--- src/rtl/udp_tx_framer.sv ---
// Grants one upstream UDP sender at a time and frames its payload behind an 8-byte UDP header.
// Output bytes trail the accepted input by one cycle; out_ready=0 stalls header and payload alike.
module udp_tx_framer #(
  parameter int GAP_CYCLES  = 12,
  parameter int MAX_PAYLOAD = 1472
) (
  input  logic        tx_clock,
  input  logic        reset_n,
  input  logic        udp_tx_request,
  input  logic [15:0] udp_tx_length,
  input  logic [7:0]  udp_tx_data,
  input  logic [7:0]  port_ID,
  input  logic [15:0] to_port,
  input  logic        out_ready,
  output logic        udp_tx_enable,
  output logic        udp_tx_active,
  output logic [7:0]  out_data,
  output logic        out_valid,
  output logic        out_sop,
  output logic        out_eop,
  output logic        out_abort,
  output logic        len_error,
  output logic [15:0] frame_count
);

  typedef enum logic [2:0] {S_IDLE, S_GRANT, S_HEADER, S_PAYLOAD, S_GAP} state_t;

  localparam logic [15:0] MAX_LEN  = 16'(MAX_PAYLOAD);
  localparam logic [15:0] GAP_LAST = (GAP_CYCLES > 0) ? 16'(GAP_CYCLES - 1) : 16'd0;

  state_t      state_q, state_d;
  logic [15:0] len_q, len_d, src_q, src_d, dst_q, dst_d;
  logic [15:0] pay_cnt_q, pay_cnt_d, gap_cnt_q, gap_cnt_d, frame_cnt_q, frame_cnt_d;
  logic [3:0]  hdr_cnt_q, hdr_cnt_d;
  logic        over_q, over_d;
  logic [7:0]  data_q, data_d;
  logic        valid_q, valid_d, sop_q, sop_d, eop_q, eop_d, abort_q, abort_d;

  logic        go, started, last_hdr, last_pay;
  logic [15:0] udp_len;
  logic [7:0]  hdr_byte;

  // Oversized frames are drained blind, so they never wait on the MAC.
  assign go       = out_ready | over_q;
  assign started  = (hdr_cnt_q != 4'd0);
  assign last_hdr = (hdr_cnt_q == 4'd7);
  assign last_pay = (pay_cnt_q == len_q - 16'd1);
  assign udp_len  = len_q + 16'd8;

  always_comb begin
    hdr_byte = 8'h00;
    case (hdr_cnt_q[2:0])
      3'd0:    hdr_byte = src_q[15:8];
      3'd1:    hdr_byte = src_q[7:0];
      3'd2:    hdr_byte = dst_q[15:8];
      3'd3:    hdr_byte = dst_q[7:0];
      3'd4:    hdr_byte = udp_len[15:8];
      3'd5:    hdr_byte = udp_len[7:0];
      default: hdr_byte = 8'h00;
    endcase
  end

  always_ff @(posedge tx_clock or negedge reset_n) begin
    if (!reset_n) state_q <= S_IDLE;
    else          state_q <= state_d;
  end

  always_comb begin
    state_d = state_q;
    case (state_q)
      S_IDLE:    if (udp_tx_request) state_d = S_GRANT;
      S_GRANT:   state_d = S_HEADER;
      S_HEADER: begin
        if (!udp_tx_request) begin
          if (!started || go) state_d = S_GAP;
        end else if (go && last_hdr) begin
          state_d = (len_q == 16'd0) ? S_GAP : S_PAYLOAD;
        end
      end
      S_PAYLOAD: begin
        if (!udp_tx_request) begin
          if (go) state_d = S_GAP;
        end else if (udp_tx_active && last_pay) begin
          state_d = S_GAP;
        end
      end
      S_GAP:     if (gap_cnt_q == GAP_LAST) state_d = S_IDLE;
      default:   state_d = S_IDLE;
    endcase
  end

  always_comb begin
    udp_tx_enable = (state_q == S_GRANT);
    len_error     = (state_q == S_GRANT) && (udp_tx_length > MAX_LEN);
    udp_tx_active = (state_q == S_PAYLOAD) && udp_tx_request && go && (pay_cnt_q < len_q);
  end

  always_comb begin
    len_d       = len_q;
    src_d       = src_q;
    dst_d       = dst_q;
    over_d      = over_q;
    hdr_cnt_d   = hdr_cnt_q;
    pay_cnt_d   = pay_cnt_q;
    gap_cnt_d   = gap_cnt_q;
    frame_cnt_d = frame_cnt_q;
    data_d      = data_q;
    valid_d     = 1'b0;
    sop_d       = 1'b0;
    eop_d       = 1'b0;
    abort_d     = 1'b0;
    case (state_q)
      S_GRANT: begin
        len_d     = udp_tx_length;
        src_d     = 16'd1024 + {8'd0, port_ID};
        dst_d     = to_port;
        over_d    = (udp_tx_length > MAX_LEN);
        hdr_cnt_d = 4'd0;
        pay_cnt_d = 16'd0;
        gap_cnt_d = 16'd0;
      end
      S_HEADER: begin
        if (!udp_tx_request) begin
          if (started && go) begin
            data_d  = 8'h00;
            valid_d = !over_q;
            eop_d   = !over_q;
            abort_d = !over_q;
          end
        end else if (go) begin
          data_d    = hdr_byte;
          valid_d   = !over_q;
          sop_d     = (hdr_cnt_q == 4'd0) && !over_q;
          eop_d     = last_hdr && (len_q == 16'd0) && !over_q;
          hdr_cnt_d = hdr_cnt_q + 4'd1;
          if (last_hdr && (len_q == 16'd0) && !over_q) frame_cnt_d = frame_cnt_q + 16'd1;
        end
      end
      S_PAYLOAD: begin
        if (!udp_tx_request) begin
          if (go) begin
            data_d  = 8'h00;
            valid_d = !over_q;
            eop_d   = !over_q;
            abort_d = !over_q;
          end
        end else if (udp_tx_active) begin
          data_d    = udp_tx_data;
          valid_d   = !over_q;
          eop_d     = last_pay && !over_q;
          pay_cnt_d = pay_cnt_q + 16'd1;
          if (last_pay && !over_q) frame_cnt_d = frame_cnt_q + 16'd1;
        end
      end
      S_GAP:   gap_cnt_d = gap_cnt_q + 16'd1;
      default: ;
    endcase
  end

  always_ff @(posedge tx_clock or negedge reset_n) begin
    if (!reset_n) begin
      len_q       <= 16'd0;
      src_q       <= 16'd0;
      dst_q       <= 16'd0;
      over_q      <= 1'b0;
      hdr_cnt_q   <= 4'd0;
      pay_cnt_q   <= 16'd0;
      gap_cnt_q   <= 16'd0;
      frame_cnt_q <= 16'd0;
      data_q      <= 8'h00;
      valid_q     <= 1'b0;
      sop_q       <= 1'b0;
      eop_q       <= 1'b0;
      abort_q     <= 1'b0;
    end else begin
      len_q       <= len_d;
      src_q       <= src_d;
      dst_q       <= dst_d;
      over_q      <= over_d;
      hdr_cnt_q   <= hdr_cnt_d;
      pay_cnt_q   <= pay_cnt_d;
      gap_cnt_q   <= gap_cnt_d;
      frame_cnt_q <= frame_cnt_d;
      data_q      <= data_d;
      valid_q     <= valid_d;
      sop_q       <= sop_d;
      eop_q       <= eop_d;
      abort_q     <= abort_d;
    end
  end

  assign out_data    = data_q;
  assign out_valid   = valid_q;
  assign out_sop     = sop_q;
  assign out_eop     = eop_q;
  assign out_abort   = abort_q;
  assign frame_count = frame_cnt_q;

endmodule

--- config.mk ---
export PLATFORM = sky130hd
export DESIGN_NAME = udp_tx_framer
export DESIGN_NICKNAME = d
export VERILOG_FILES = /design/src/rtl/udp_tx_framer.sv
export SDC_FILE = /design/constraint.sdc
export NUM_CORES = 1
export LEC_CHECK = 0
export ABC_CLOCK_PERIOD_IN_PS = 4500
export CAP_MARGIN = 0
export CORE_ASPECT_RATIO = 0.5
export CORE_MARGIN = 2
export CORE_UTILIZATION = 56
export DETAILED_ROUTE_END_ITERATION = 16
export MAX_ROUTING_LAYER = met4
export PLACE_DENSITY = 0.79
export RECOVER_POWER = 100
export SYNTH_ARGS = -nofsm -noshare
export SYNTH_HDL_FRONTEND = slang
export SYNTH_SLANG_ARGS = --single-unit
--- constraint.sdc ---
create_clock -name tx_clock -period 4.5 [get_ports tx_clock]
set_input_delay 0.9 -clock tx_clock [delete_from_list [all_inputs] [get_ports tx_clock]]
set_output_delay 0.9 -clock tx_clock [all_outputs]
set_load 0.02 [all_outputs]
==> flow_metrics.tcl <==
set metrics [dict create \
    setup_viol 0 \
    area_growth_pct 17.5 \
    diodes 0 \
    grt_pass1_vias 5852 \
    cts_made_buffers 9 \
    first_pass_iters 5 \
    place_area_sq_mm 0.00753 \
    place_hpwl_microns 12900 \
    core-area_sq_mm 0.0112 \
    die_w_microns 158 \
    final_common_cell "nand2_1" \
    fmax_ghz 0.236 \
    gp_congestion 0.965 \
    post_cts_buffers 0 \
    rsz0062_at_grt "no" \
    rows 27 \
    hold_viol_final 0 \
    drive_gt1_frac 0.0401 \
    seq_area_frac_synth 0.413 \
    initial_core_util 0.586 \
    final_max_slew_viol_count 46 \
    syn-num-nets 834 \
    met1_length_microns 7910 \
    clk_pin_slew_ns 0.08 \
    track_usage 0.298 \
    fp.dieArea_sq_mm 0.0127 \
    violations "max-capacitance violations, max-slew violations" \
    routed_wl_microns 17500 \
    synth_edf_count 0 \
    cts_resized 0 \
    viasPerCell 6.13 \
    ir_drop_mv 0.249 \
    syn_area_sq_mm 0.00660 \
    dr_wl_met3_microns 1540 \
    cts_root_buf "clkbuf_16" \
    hold_depth 1 \
    min_period_ns 4.24 \
    antenna_found_initial 0 \
    most-common-layout-cells "nand2_1 (130), dfrtp_1 (109), nor2_1 (57)" \
    postCtsHoldBufs 0 \
    dr_wl_met2_microns 7850 \
    maxCapViolCount 1 \
    h-tree-depth 3 \
    clk_latency_ns 0.36 \
    arrival_ns 3.34 \
    r2r_cells 9 \
    ys_ff_latch 109 \
    overflow 0 \
    io_buffers 82 \
    crit_fanout 8 \
    yosys_warnings 0 \
    synth_top_cell_by_area "dfrtp_1" \
    p_leak_uw 0.00352 \
    worst_slack_ns 0.264 \
    path_class "flip-flop to output port" \
    grt_pass1_wl_microns 28800 \
    hold_slack_ns 0.473 \
    pre_cts_slack_ns 0.616 \
    ys_types 67 \
    ctsLongestPathBuffers 2 \
    tightest_slew_ns 2.41 \
    num-nets-final 897 \
    grt_max_degree 75 \
    p_per_area_mw_per_mm2 543 \
    finalCritPeriodShare 0.941 \
    ant_nets 0 \
    max_slew_margin -0.606 \
    highest_layer "met4" \
    synth_cells 755 \
    crit_path_start_kind "flip-flop" \
    outcome "finished with violations" \
    yosysTopAreaCellShare 0.413 \
    wl_per_cell_microns 17.8 \
    drcViolationCount 0 \
    stdcell_area_sq_mm 0.00775 \
    cp.required_ns 3.60 \
    chipHeight_microns 80.8 \
    async_flop_share 1.00 \
    synth_ff_type "dfrtp_1" \
    dr.first_iter.drc_count 514 \
    ys_top_cells_by_area "dfrtp_1 (41%), nand2_1 (7.4%), ha_1 (5.1%)" \
    utilization 0.689 \
    dr_total_vias 6019 \
    fin_tns_setup_ns 0 \
    ios 83 \
    cts_tree "done" \
    skew_ns 0.0124 \
    holdCritPathClass "flip-flop to flip-flop" \
    endpoint_kind "output port" \
    synth.avg_cell_area_sq_um 8.74 \
    cts.sinks 109 \
]
[layout make-up]
cell class / count / area [sq um]
sequential: 109 / 2730
clock inverter: 7 / 76.3
timing repair buffer: 94 / 873
clock buffer: 9 / 225
tap: 159 / 199
multi-input combinational: 578 / 3550
fill: 915 / 3500
inverter: 26 / 97.6
[kinds of logic after synthesis]
family / count (synthesis) / synth area share
simple gates: 328 / 0.240
compound gates: 157 / 0.162
flops: 109 / 0.413
buf+inv: 68 / 0.0415
xor+xnor: 57 / 0.0757
fa+ha+maj: 27 / 0.0512
mux: 9 / 0.0154
[through the flow]
stage               total power, uW  std cells
floorplan                      2790        755
global placement               3330        966
detailed placement             3390        966
CTS                            4220        982
global route                   4500        982
finish                         4210        982
[critical path, stage by stage (launching register included)]
cell	delay, ns
dfrtp_1	0.51
clkinv_1	0.34
ha_1	0.41
a21o_1	0.20
a2111oi_0	0.43
a211o_1	0.24
nand2_1	0.10
inv_1	0.07
dlygate4sd3_1	0.67
[cells in the mapped netlist, types with 9 or more instances]
cell type and number:
clkbuf_1 27, ha_1 27, nand2_1 130, a21oi_1 25
nor3_1 13, o21ai_0 48, nor4_1 9, inv_1 24
nand3_1 30, xor2_1 26, nand4_1 26, buf_1 10
nor2_1 57, a21oi_2 10, xnor2_1 31, dfrtp_1 109
and3_1 20
[power by group]
part | internal [uW] | total, uW | leakage [uW] | switching [uW]
clock network | 394 | 810 | 0.000140 | 416
registers | 1250 | 1580 | 0.00142 | 338
logic | 710 | 1820 | 0.00195 | 1110
total | 2350 | 4210 | 0.00352 | 1860
[routing by layer]
metal  vias up  GRT usage
met5         -          -
li1       2812          -
met1      2902      0.400
met2       280      0.475
met4         0     0.0645
met3        25     0.0592
[state kept, by name, indices dropped and copies added (netlist names), 3 cells and up]
| signal | cells |
|---|---|
| dst_q | 16 |
| frame_count | 16 |
| gap_cnt_q | 16 |
| hdr_cnt_q | 4 |
| len_q | 16 |
| out_data | 8 |
| pay_cnt_q | 16 |
| src_q | 9 |
| state_q | 3 |
[worst paths after layout]
| kind | to | start | slack [ns] |
|---|---|---|---|
| worst max-delay path | udp_tx_active | len_q[7]$_DFFE_PN0P_ | 0.26 |
| worst min-delay path | frame_count[15]$_DFFE_PN0P_ | frame_count[15]$_DFFE_PN0P_ | 0.47 |
| worst max register to register | state_q[0]$_DFFE_PN0P_ | len_q[3]$_DFFE_PN0P_ | 0.30 |
| worst min register to register | frame_count[15]$_DFFE_PN0P_ | frame_count[15]$_DFFE_PN0P_ | 0.47 |
| max in group asynchronous | pay_cnt_q[3]$_DFFE_PN0P_ | reset_n | 0.94 |
| min in group asynchronous | frame_count[9]$_DFFE_PN0P_ | reset_n | 1.27 |
Note: power is estimated with default switching activity, not from simulation.
==> variant: new RTL, same flow settings <==
Make the reset (`reset_n`) synchronous in 2 clocked blocks.
--- a/src/rtl/udp_tx_framer.sv
+++ b/src/rtl/udp_tx_framer.sv
@@ -61,5 +61,5 @@
   end
 
-  always_ff @(posedge tx_clock or negedge reset_n) begin
+  always_ff @(posedge tx_clock) begin
     if (!reset_n) state_q <= S_IDLE;
     else          state_q <= state_d;
@@ -158,5 +158,5 @@
   end
 
-  always_ff @(posedge tx_clock or negedge reset_n) begin
+  always_ff @(posedge tx_clock) begin
     if (!reset_n) begin
       len_q       <= 16'd0;
Function: differs if reset_n is asserted again (counterexample within 4 cycles, from zero or initial values and one cycle with reset_n low); with reset_n held inactive, the same outputs for 10 cycles.
==> variant against the original RTL <==
The run still ends with capacitance limit, slew limit left. Synthesized cell count increased by 7.7%. Area after synthesis is 3.1% lower. Critical path depth down 1. Power fell by 21%. Routed wire length is 3.8% lower. Final cell count increased by 3.5%. Register-to-register slack better by 320 ps. Clock skew down 2.4 ps. Worst setup slack better by 100 ps. Via count up 2.2%. Sequential cell count unchanged. Combinational power shrank 29%. Final area is 2.9% lower. Critical path type is now in -> out. Highest routed layer unchanged.
==> variant: results (changes against the original RTL) <==
Yosys
  – Cells after Synth: 813 (+7.7%)
  – Synth cell types: 66 (-1.5%)
  – Async set-reset flop share out of synthesis: 0 (-1.00)
  – Post-synth top flop: dfxtp_1
  – Seq/Total Area, Yosys: 0.341 (-0.0722)
  – XOR/XNOR Fraction of Synth Area: 0.0657 (-0.00993)
  – Most frequent cells after synthesis: nand2_1 (135), dfxtp_1 (109), a21oi_1 (86), nor2_1 (60), clkbuf_1 (44)
  – Mux contribution to synthesized area: 0.0405 (+0.0251)
  – Top post-synthesis cells by area: dfxtp_1 (34%), nand2_1 (7.9%), a21oi_1 (6.7%), ha_1 (5.3%), xnor2_1 (3.8%)
  – Compound-Gate Fraction of Synth Area: 0.185 (+0.0222)
  – Synth Net Count: 892 (+7.0%)
  – Post-synthesis adder-cell area fraction: 0.0528 (+0.00162)

Global route
  – Grt met2 use: 0.449 (-0.0258)
  – Met1 Usage GRT: 0.383 (-0.0170)
  – GRT Total Usage: 0.288 (-0.00993)
  – Number of global-route vias before repair: 5632 (-3.8%)
  – Met3 usage: 0.0592 (about the same)
  – Largest net degree at the start of global routing: 45 (-40%)
  – First-pass GRT wire length: 27500 um (-4.7%)

Layout
  – Share of cells above drive strength 1: 0.0494 (+0.00927)
  – Final Net Count: 946 (+5.5%)
  – Final cell count without fillers: 1016 (+3.5%)

Detailed routing
  – Initial DRC count: 635 (+24%)
  – DR vias: 6150 (+2.2%)
  – Drt total wl: 16900 um (-3.8%)
  – ANT nets after route: 0 (unchanged)
  – Drt first pass iters: 8 (+3)

Timing
  – Max-slew violations: 39 (-15%)
  – Slew headroom: -0.0312 (+0.574)
  – Final clock skew: 10.1 ps (-2.35 ps)

Outcome
  – Failing checks: capacitance limit, slew limit
  – Status: complete, but fails checks

Critical path
  – CP max stage delay: 690 ps (+20 ps)
  – Max stage delay cell, worst path: dlygate4sd3_1
  – Crit path max fanout: 9 (+1)
  – Crit path DAT: 3230 ps (-110 ps)

Power
  – Static leakage: 2.74 nW (-22%)
  – Peak supply drop: 0.000258 V (+3.8%)

Placed design
  – GPL Wtd Cong: 0.933 (-3.3%)
  – Placed cell areas: 7280 sq um (-3.3%)
  – Pre-CTS setup slack: 545 ps (-70.8 ps)
  – DP HPWL: 12300 um (-4.8%)

Job
  – Max-cap violation count: 1 (unchanged)

Clock tree
  – Worst-path clk slew: 70 ps
  – Clock tree buffer depth: 2 (unchanged)
  – H-tree depth reported by CTS: 3 (unchanged)
[variant: report_power, final]
group          switching [mW]  internal, mW
Sequential              0.157          1.09
Clock                   0.383         0.414
Combinational           0.804         0.498
[variant: worst register-to-register path, stage by stage (launching register included)]
cell       delay [ps]
dfxtp_1           420
inv_1             150
ha_1              150
nor4b_1           800
and3_1            290
o311ai_0          200
a211oi_1          670
o2111ai_1         490
a21boi_0          400
mux2i_1           240
[variant: final cells by class]
class                           instances  area (sq um)
Sequential cell                       109          2180
Tap cell                              145           181
Clock inverter                          4          40.0
Multi-Input combinational cell        627          3880
Fill cell                             921          3520
Clock buffer                           11           253
Inverter                               28           105
Timing Repair Buffer                   92           885
[variant: path summary, 6_finish.rpt]
kind,from,to,slack (ps),cells past startpoint
min reg2reg,dst_q[12],dst_q[12],460,2
max,out_ready,udp_tx_active,370,7
min,dst_q[12],dst_q[12],460,2
max reg2reg,len_q[3],frame_count[5],620,9
[variant: logic make-up (layout without fill, tap and decap cells)]
kind of cell,after synthesis,count (layout)
compound gates,182,182
simple gates,345,345
xor+xnor,48,48
mux,25,25
buf+inv,77,135
fa+ha+maj,27,27
flops,109,109
[variant: stage by stage]
step / hold slack, ps / util
6_report: 458 / 0.681
5_1_grt: 477 / 0.681
4_1_cts: 459 / 0.686
3_5_place_dp: 449 / 0.659
3_3_place_gp: 444 / 0.659
2_1_floorplan: 434 / -
[variant: metal layers]
metal,part of all wire,vias up
met5,0,-
met3,0.085,21
met4,0.010,0
met2,0.44,240
li1,-,3004
met1,0.46,2885
